`config.mk`:
```
export PLATFORM = sky130hd
export DESIGN_NAME = param_shift_engine_flat
export DESIGN_NICKNAME = d
export VERILOG_FILES = /design/src/rtl/pse_pkg.sv /design/src/rtl/param_shift_engine_if.sv /design/src/rtl/pse_step.sv /design/src/rtl/param_shift_engine.sv /design/src/flat_wrapper.sv
export SDC_FILE = /design/constraint.sdc
export NUM_CORES = 1
export LEC_CHECK = 0
export ABC_CLOCK_PERIOD_IN_PS = 2300
export CORE_UTILIZATION = 30
export DETAILED_ROUTE_END_ITERATION = 6
export REMOVE_ABC_BUFFERS = 1
export SLEW_MARGIN = 0
export SYNTH_ARGS = -nofsm -noshare
export SYNTH_HDL_FRONTEND = slang
export SYNTH_SLANG_ARGS = --single-unit
```
`constraint.sdc`:
```
create_clock -name clk -period 2.3 [get_ports clk]
set_clock_uncertainty 0.2 [all_clocks]
set_input_delay 0.23 -clock clk [delete_from_list [all_inputs] [get_ports clk]]
set_output_delay 0.23 -clock clk [all_outputs]
set_load 0.1 [all_outputs]
```
`src/rtl/pse_pkg.sv`:
```
// Shared types for param_shift_engine: 3-bit op encoding (same as the legacy
// 8-mode shift register) and the two-state sequencer FSM.
package pse_pkg;

    localparam logic [2:0] OPC_CLR  = 3'd0;
    localparam logic [2:0] OPC_LOAD = 3'd1;
    localparam logic [2:0] OPC_LSR  = 3'd2;
    localparam logic [2:0] OPC_LSL  = 3'd3;
    localparam logic [2:0] OPC_ASR  = 3'd4;
    localparam logic [2:0] OPC_SIN  = 3'd5;
    localparam logic [2:0] OPC_ROR  = 3'd6;
    localparam logic [2:0] OPC_ROL  = 3'd7;

    typedef enum logic [2:0] {
        OP_CLR  = OPC_CLR,
        OP_LOAD = OPC_LOAD,
        OP_LSR  = OPC_LSR,
        OP_LSL  = OPC_LSL,
        OP_ASR  = OPC_ASR,
        OP_SIN  = OPC_SIN,
        OP_ROR  = OPC_ROR,
        OP_ROL  = OPC_ROL
    } op_e;

    typedef enum logic {
        IDLE,
        SHIFT
    } state_e;

endpackage

```
`src/rtl/param_shift_engine_if.sv`:
```
// Command handshake bundle for param_shift_engine: valid/ready plus op,
// shift amount and parallel load data.
interface param_shift_engine_if #(
    parameter int WIDTH = 8,
    parameter int AMT_W = $clog2(WIDTH) + 1
);
    logic             cmd_valid;
    logic             cmd_ready;
    logic [2:0]       cmd_op;
    logic [AMT_W-1:0] cmd_amt;
    logic [WIDTH-1:0] load_data;

    modport master (
        output cmd_valid,
        output cmd_op,
        output cmd_amt,
        output load_data,
        input  cmd_ready
    );

    modport slave (
        input  cmd_valid,
        input  cmd_op,
        input  cmd_amt,
        input  load_data,
        output cmd_ready
    );
endinterface

```
`src/rtl/pse_step.sv`:
```
// Combinational single-bit step of the shift engine: next register value and
// the bit that leaves the register. CLR/LOAD pass the value through untouched.
module pse_step
    import pse_pkg::*;
#(
    parameter int WIDTH = 8
) (
    input  logic [WIDTH-1:0] d,
    input  op_e              op,
    input  logic             ser_in,
    output logic [WIDTH-1:0] next_d,
    output logic             shifted_out
);

    always_comb begin
        next_d      = d;
        shifted_out = 1'b0;
        case (op)
            OP_LSR: begin
                next_d      = {1'b0, d[WIDTH-1:1]};
                shifted_out = d[0];
            end
            OP_LSL: begin
                next_d      = {d[WIDTH-2:0], 1'b0};
                shifted_out = d[WIDTH-1];
            end
            OP_ASR: begin
                next_d      = {d[WIDTH-1], d[WIDTH-1:1]};
                shifted_out = d[0];
            end
            OP_SIN: begin
                next_d      = {ser_in, d[WIDTH-1:1]};
                shifted_out = d[0];
            end
            OP_ROR: begin
                next_d      = {d[0], d[WIDTH-1:1]};
                shifted_out = d[0];
            end
            OP_ROL: begin
                next_d      = {d[WIDTH-2:0], d[WIDTH-1]};
                shifted_out = d[WIDTH-1];
            end
            default: begin
                next_d      = d;
                shifted_out = 1'b0;
            end
        endcase
    end

endmodule

```
`src/rtl/param_shift_engine.sv`:
```
// Parametrised multi-step shift engine: one bit per cycle under an IDLE/SHIFT
// FSM with valid/ready command handshake. Optional abort via PSE_ABORT_EN.
module param_shift_engine
    import pse_pkg::*;
#(
    parameter int WIDTH = 8,
    parameter int AMT_W = $clog2(WIDTH) + 1
) (
    input  logic                 clk,
    input  logic                 rst_n,
    param_shift_engine_if.slave  bus,
    input  logic                 ser_in,
    output logic [WIDTH-1:0]     dout,
    output logic                 ser_out,
    output logic                 busy,
    output logic                 done
`ifdef PSE_ABORT_EN
    ,
    input  logic                 abort,
    output logic                 aborted
`endif
);

    state_e           state;
    op_e              op_q;
    logic [AMT_W-1:0] cnt;
    op_e              cur_op;
    logic [WIDTH-1:0] next_d;
    logic             shifted_out;

    assign busy          = (state == SHIFT);
    assign bus.cmd_ready = (state == IDLE);

    // In IDLE the first step uses the incoming op directly; later steps use the latched op.
    assign cur_op = busy ? op_q : op_e'(bus.cmd_op);

    pse_step #(.WIDTH(WIDTH)) u_step (
        .d           (dout),
        .op          (cur_op),
        .ser_in      (ser_in),
        .next_d      (next_d),
        .shifted_out (shifted_out)
    );

    always_ff @(posedge clk or negedge rst_n) begin
        if (!rst_n) begin
            state   <= IDLE;
            op_q    <= OP_CLR;
            cnt     <= '0;
            dout    <= '0;
            ser_out <= 1'b0;
            done    <= 1'b0;
`ifdef PSE_ABORT_EN
            aborted <= 1'b0;
`endif
        end else begin
            done <= 1'b0;
`ifdef PSE_ABORT_EN
            aborted <= 1'b0;
`endif
            case (state)
                IDLE: begin
                    if (bus.cmd_valid) begin
                        op_q <= cur_op;
                        case (cur_op)
                            OP_CLR: begin
                                dout    <= '0;
                                ser_out <= 1'b0;
                                done    <= 1'b1;
                            end
                            OP_LOAD: begin
                                dout    <= bus.load_data;
                                ser_out <= 1'b0;
                                done    <= 1'b1;
                            end
                            default: begin
                                if (bus.cmd_amt == '0) begin
                                    done <= 1'b1;
                                end else begin
                                    dout    <= next_d;
                                    ser_out <= shifted_out;
                                    cnt     <= bus.cmd_amt - 1'b1;
                                    if (bus.cmd_amt > AMT_W'(1))
                                        state <= SHIFT;
                                    else
                                        done <= 1'b1;
                                end
                            end
                        endcase
                    end
                end
                SHIFT: begin
`ifdef PSE_ABORT_EN
                    if (abort) begin
                        cnt     <= '0;
                        state   <= IDLE;
                        done    <= 1'b1;
                        aborted <= 1'b1;
                    end else
`endif
                    begin
                        dout    <= next_d;
                        ser_out <= shifted_out;
                        cnt     <= cnt - 1'b1;
                        if (cnt == AMT_W'(1)) begin
                            state <= IDLE;
                            done  <= 1'b1;
                        end
                    end
                end
                default: state <= IDLE;
            endcase
        end
    end

endmodule

```
`src/flat_wrapper.sv`:
```
// flat-port wrapper written by rule: the top's interface ports become plain ports
module param_shift_engine_flat import pse_pkg::*;
#(
    parameter int WIDTH = 8,
    parameter int AMT_W = $clog2(WIDTH) + 1
)
  (clk, rst_n, ser_in, dout, ser_out, busy, done, bus_cmd_valid, bus_cmd_op, bus_cmd_amt, bus_load_data, bus_cmd_ready);
  param_shift_engine_if #(.WIDTH(WIDTH), .AMT_W(AMT_W)) bus_i ();
  input  logic clk;
  input  logic rst_n;
  input  logic ser_in;
  output logic [WIDTH-1:0] dout;
  output logic ser_out;
  output logic busy;
  output logic done;
  input wire logic [$bits(bus_i.cmd_valid)-1:0] bus_cmd_valid;
  input wire logic [$bits(bus_i.cmd_op)-1:0] bus_cmd_op;
  input wire logic [$bits(bus_i.cmd_amt)-1:0] bus_cmd_amt;
  input wire logic [$bits(bus_i.load_data)-1:0] bus_load_data;
  output wire logic [$bits(bus_i.cmd_ready)-1:0] bus_cmd_ready;
  assign bus_i.cmd_valid = bus_cmd_valid;
  assign bus_i.cmd_op = bus_cmd_op;
  assign bus_i.cmd_amt = bus_cmd_amt;
  assign bus_i.load_data = bus_load_data;
  assign bus_cmd_ready = bus_i.cmd_ready;
  param_shift_engine #(.WIDTH(WIDTH), .AMT_W(AMT_W)) u_core (.clk(clk), .rst_n(rst_n), .bus(bus_i), .ser_in(ser_in), .dout(dout), .ser_out(ser_out), .busy(busy), .done(done));
endmodule
```
# ---- After elaboration in Yosys (flattened, before gate mapping)
# Index checks and enable logic that the tools add are counted.
dict set report totals {
  register_bits 18
}
dict set report op_classes {
  bitwise 1
  eq_ne 13
  n_addsub 2
  mux 27
  reduce_logical 9
  order_cmp 1
}
# operator n
set ops {}
lappend ops {{$pmux 8 s6} 1}
lappend ops {{$pmux 8 s2} 2}
lappend ops {{$mux 8} 2}
lappend ops {{$mux 1} 13}
lappend ops {{$eq 3x3->1 const B} 4}
lappend ops {{$mux 4} 3}
lappend ops {{$pmux 1 s2} 4}
lappend ops {{$pmux 4 s2} 1}
lappend ops {{$sub 4x1->4 const B} 2}
lappend ops {{$eq 3x2->1 const B} 2}
lappend ops {{$ne 2x2->1 const B} 3}
lappend ops {{$reduce_and 2->1} 3}
lappend ops {{$eq 4x1->1 const B} 1}
lappend ops {{$gt 4x1->1 const B} 1}
lappend ops {{$logic_not 4->1} 1}
lappend ops {{$ne 4x4->1 const B} 1}
lappend ops {{$reduce_or 2->1} 2}
lappend ops {{$reduce_or 4->1} 1}
lappend ops {{$eq 3x1->1 const B} 1}
lappend ops {{$logic_not 3->1} 1}
lappend ops {{$mux 3} 1}
lappend ops {{$ne 3x3->1 const B} 1}
lappend ops {{$reduce_and 3->1} 1}
lappend ops {{$not 1->1} 1}

# ---- Depth between registers and ports, before layout
dict set report depth {
  ltp_word 8
  ltp_mapped 7
  depth_no_buf 7
}

# ---- Modules after synthesis
# A second synthesis with hierarchy kept.
dict set report hier_totals {
  cells_unflattened 156
  area_unflattened_um2 1476.4
}
# module area_per_inst_um2 cells_per_inst seq_area_each_um2 n_inst
set by_module_without_submodules {}
lappend by_module_without_submodules {param_shift_engine 1138.6 112 450.4 1}
lappend by_module_without_submodules {pse_step 337.8 44 0.0 1}

# ---- Worst setup path before layout
# No wires, ideal clock.
dict set report synth_timing {
  kind {register -> register}
  from {register u_core.state, in the netlist u_core.busy}
  to {register u_core.op_q[1]}
  setup_slack_ns -0.303
  path_stages_with_launch 5
  synth_period_minus_slack_ns 2.603
  path_buffers 1
  setup_time_ns 0.125
  arrival_time_ns 2.278
  cell_sequence {dfrtp_1 > buf_6 > inv_1 > nand2_1 > mux2_2}
}
dict set report synth_via {
  elab_chain_len 2
  elab_cells_between_ends 3
  cone_classes {mux (1); bitwise (1); reduce/logical (1)}
}
# element line_no
set synth_lines {}
lappend synth_lines {{start, declared} param_shift_engine.sv:24} ;# state_e state;
lappend synth_lines {{start signal, assigned} param_shift_engine.sv:47} ;# state <= IDLE;
lappend synth_lines {{start signal, assigned} param_shift_engine.sv:84} ;# state <= SHIFT;
lappend synth_lines {{start signal, assigned} param_shift_engine.sv:106} ;# state <= IDLE;
lappend synth_lines {{$not 1->1 (no line)} -}
lappend synth_lines {{via bus_cmd_ready} flat_wrapper.sv:20} ;# output wire logic [$bits(bus_i.cmd_ready)-1:0] bus_cmd_ready;
lappend synth_lines {{$reduce_and 2->1 (no line)} -}
lappend synth_lines {{end signal, assigned} param_shift_engine.sv:64} ;# op_q <= cur_op;
lappend synth_lines {{end, declared} param_shift_engine.sv:25} ;# op_e op_q;
# The timed path passes the listed nets, and every way through them passes these cells.
# A chain may end at the register's enable or synchronous reset.

# ---- Worst setup path in the final report
dict set report layout_timing {
  from {input bus_cmd_amt[0]}
  to {register u_core.cnt[3]}
}
dict set report layout_via {
  elab_chain_len 5
  elab_cells_between_ends 8
  cone_classes {add/sub (1); eq/ne (1); mux (4); reduce/logical (2)}
}
# element line_no
set layout_lines {}
lappend layout_lines {{start, declared} flat_wrapper.sv:18} ;# input wire logic [$bits(bus_i.cmd_amt)-1:0] bus_cmd_amt;
lappend layout_lines {{$sub 4x1->4} param_shift_engine.sv:82} ;# cnt <= bus.cmd_amt - 1'b1;
lappend layout_lines {{$mux 4} param_shift_engine.sv:77} ;# if (bus.cmd_amt == '0) begin
lappend layout_lines {{$mux 4} param_shift_engine.sv:65} ;# case (cur_op)
lappend layout_lines {{$mux 4} param_shift_engine.sv:63} ;# if (bus.cmd_valid) begin
lappend layout_lines {{$pmux 4 s2} param_shift_engine.sv:61} ;# case (state)
lappend layout_lines {{end signal, assigned} param_shift_engine.sv:82}
lappend layout_lines {{end signal, assigned} param_shift_engine.sv:104} ;# cnt <= cnt - 1'b1;
lappend layout_lines {{end, declared} param_shift_engine.sv:26} ;# logic [AMT_W-1:0] cnt;
# Several ways; a longest one is shown, not always the timed one. The select of a mux whose other input is x is not followed.

==> key figures <==
Run status
  • Run status: finished, final reports clean

Critical path
  • Endpoint of the worst-slack reg-to-reg timing path: u_core.dout[6]
  • Critical path required time: 2.24 ns
  • R2R setup slack: 0.33 ns
  • Data arrival time at the worst-slack endpoint: 2.06 ns
  • Critical register-to-register path startpoint: u_core.busy
  • Critical path endpoint category: register
  • Largest fanout on the critical path: 8
  • Crit path kind: in -> reg
  • Worst r2r path cells: 5
  • Slowest stage cell, crit path: clkdlybuf4s50_1
  • Max incr delay on CP: 0.45 ns
  • Kind of start point of the critical path: input pin
  • Critical path startpoint: bus_cmd_amt[0]
  • Number of buffers and inverters on the critical path: 2
  • Cells along the critical path: clkdlybuf4s50_1, inv_1, ha_1, nor3b_1, nor2b_1, o21ai_4, nor3_1, a221o_1
  • Cell family contributing the most delay on the critical path: simple AND/OR/NAND/NOR gates

Clocking
  • TritonCTS clock tree: done
  • Buffer cell driving the clock tree root: clkbuf_8
  • CTS H-tree lvls: 1
  • Number of buffers added by the clock tree synthesis step: 3
  • Clock latency of the later-clocked register in the worst-skew pair: 0.26 ns
  • Maximum buffer depth of the clock tree: 2
  • Clock slew seen by the registers of the worst setup and hold paths: 0.07 ns
  • Setup Fix Bufs, Post-CTS: 0
  • Total number of clock tree sinks: 18
  • Hold buffers post-CTS: 0
  • Number of cells upsized or downsized after cts: 0

Hold path
  • Hold Path Class: in -> async

Drt
  • Vias/cell: 5.27
  • Number of DRC violations after detailed routing: 0
  • Total detailed-routing wirelength: 3.00 mm
  • Iteration-0 DRC Markers: 60
  • Number of search-and-repair iterations in the first detailed-routing pass: 4
  • Wire length per cell: 13.7 µm
  • Antenna-violating nets left: 0
  • Total vias in the final route: 1155

Global routing
  • Combined global-route utilization of all metal layers: 15.3%
  • Wire length of the first global-routing pass: 5.04 mm
  • Total global routing overflow: 0
  • Largest net degree at the start of global routing: 19
  • Number of antenna violations at the first check in global routing: 0
  • Number of global-route vias before repair: 1099

Floorplan
  • Core box area: 0.00374 mm²
  • Die Wd: 65.2 µm
  • Chip height: 65.2 µm
  • Effective utilization at floorplan: 32.0%
  • Number of top-level pins: 31
  • Die area: 0.00425 mm²
  • Placement row count: 22

Timing
  • RSZ-0062 raised after global routing: false
  • Final Hold Fails: 0
  • Setup-violating endpoint count in the final report: 0
  • Max transition margin: 66.2%
  • Total count of max-transition violations in the final report: 0
  • Final worst-path cycle share: 91.9%
  • Achievable clock frequency: 473 MHz
  • Transition time at the pin with the least slew margin: 0.505 ns
  • Crit path time final: 2.11 ns

Placement
  • Number of cells in the design after placement: 215
  • Quantity of I/O buffers inserted on ports: 30
  • Placed wire-length estimate after detailed placement: 2.30 mm
  • Placed Instance Area: 0.00157 mm²
  • RD Place Congestion: 0.802

Synthesis
  • Post-synthesis average cell area: 8.94 µm²
  • EDFF count, synth: 0
  • Register bit total from synthesis: 18
  • Primary flip-flop cell chosen by synthesis mapping: dfrtp_1
  • Post-synth ARST share: 100%
  • Area share of the largest cell type after synthesis: 37.6%
  • Sequential-to-total area share from yosys stat: 37.6%
  • Top cell type by total area after synthesis: dfrtp_1
  • Distinct cells, synth: 40
  • Netlist Area Pre-Place: 0.00120 mm²
  • Synth Warn #: 0
  • Leading post-synthesis cells by cell area: dfrtp_1 (38%), nand2_1 (6.3%), ha_1 (5.2%)
  • Gate Count Post-Synth: 134

Power
  • Peak supply drop: 0.712 mV
  • Power Dens Cells: 1610 mW/mm²
  • Static Leakage: 0.721 nW

Layout
  • Count of non-filler cells in the finished layout: 219
  • Diodes inserted: 0
  • Final-layout fill cell count: 379
  • Commonest non-fill, non-tap cell in the layout: nand2_1
  • Net count, final: 196
  • Utilization after layout: 43.5%
  • Area added between synthesis and finish: 36.1%
  • Top library cells by usage in the layout, fill and taps aside: nand2_1 (20), clkdlybuf4s50_1 (18), dfrtp_1 (18)
  • Fraction of layout instances using a drive strength above 1: 19.3%
  • Post-route design area: 0.00163 mm²

Flow run
  • # Max-Cap Violations: 0
-- where the power goes --
| part | internal [W] | switching [W] |
|---|---|---|
| combinational | 0.000549 | 0.00115 |
| clock | 0.000152 | 0.000111 |
| sequential | 0.000470 | 0.000189 |
| total | 0.00117 | 0.00145 |
-- cell usage after synthesis (3+ instances only) --
library cell  instances
a32o_1                6
nand2_1              20
nor3_1                6
nand3_1               3
dfrtp_1              18
o21ai_0               6
ha_1                  5
o21ai_1               7
nor2_1                7
inv_1                 9
a21oi_1              10
mux2_2                4
-- worst max-delay path by stage --
stage / endpoint / slack (ns) / depth (start not counted)
2_1_floorplan: u_core.op_q[1] / -0.83 / 3
3_3_place_gp: u_core.cnt[3] / 0.03 / 8
3_5_place_dp: u_core.cnt[3] / -0.08 / 8
4_1_cts: u_core.cnt[3] / 0.20 / 8
5_1_grt: u_core.cnt[3] / 0.10 / 8
6_report: u_core.cnt[3] / 0.19 / 8
-- kinds of logic after synthesis --
group,synth area share [%]
flip-flops,37.6
adder cells (fa/ha/maj),5.22
multiplexers,3.76
AO/OA/AOI/OAI,26.2
AND/OR/NAND/NOR,18.8
XOR/XNOR,2.93
buffers and inverters,5.43
-- state kept, by name, indices dropped and copies added (netlist names) --
name	flops
u_core.done	1
u_core.ser_out	1
u_core.cnt	4
u_core.dout	8
u_core.busy	1
u_core.op_q	3
-- layer usage --
layer | vias up | part of all wire [%] | GRT usage (%)
li1 | 564 | - | -
met1 | 547 | 45 | 19.5
met2 | 40 | 47 | 25.5
met3 | 4 | 7.3 | 4.51
met4 | 0 | 0.67 | 3.26
met5 | - | 0 | 0
-- per-stage QoR --
stage | worst slack (ns) | hold WS, ns | total power [W] | setup TNS [ns]
floorplan | -0.834 | -0.266 | 0.00190 | -6.17
global placement | 0.0260 | 0.303 | 0.00234 | 0
detailed placement | -0.0796 | 0.292 | 0.00237 | -0.0796
CTS | 0.199 | 0.111 | 0.00263 | 0
global route | 0.105 | 0.119 | 0.00279 | 0
finish | 0.186 | 0.102 | 0.00262 | 0
-- cell type report --
cell class,count,area (µm²),share of cell area (%)
clock buffer,4,55.1,3.38
multi-input combinational,103,682,41.9
inverter,9,33.8,2.07
tap,48,60.1,3.69
timing repair buffer,37,348,21.4
sequential,18,450,27.6
(Power assumes the default switching activity.)
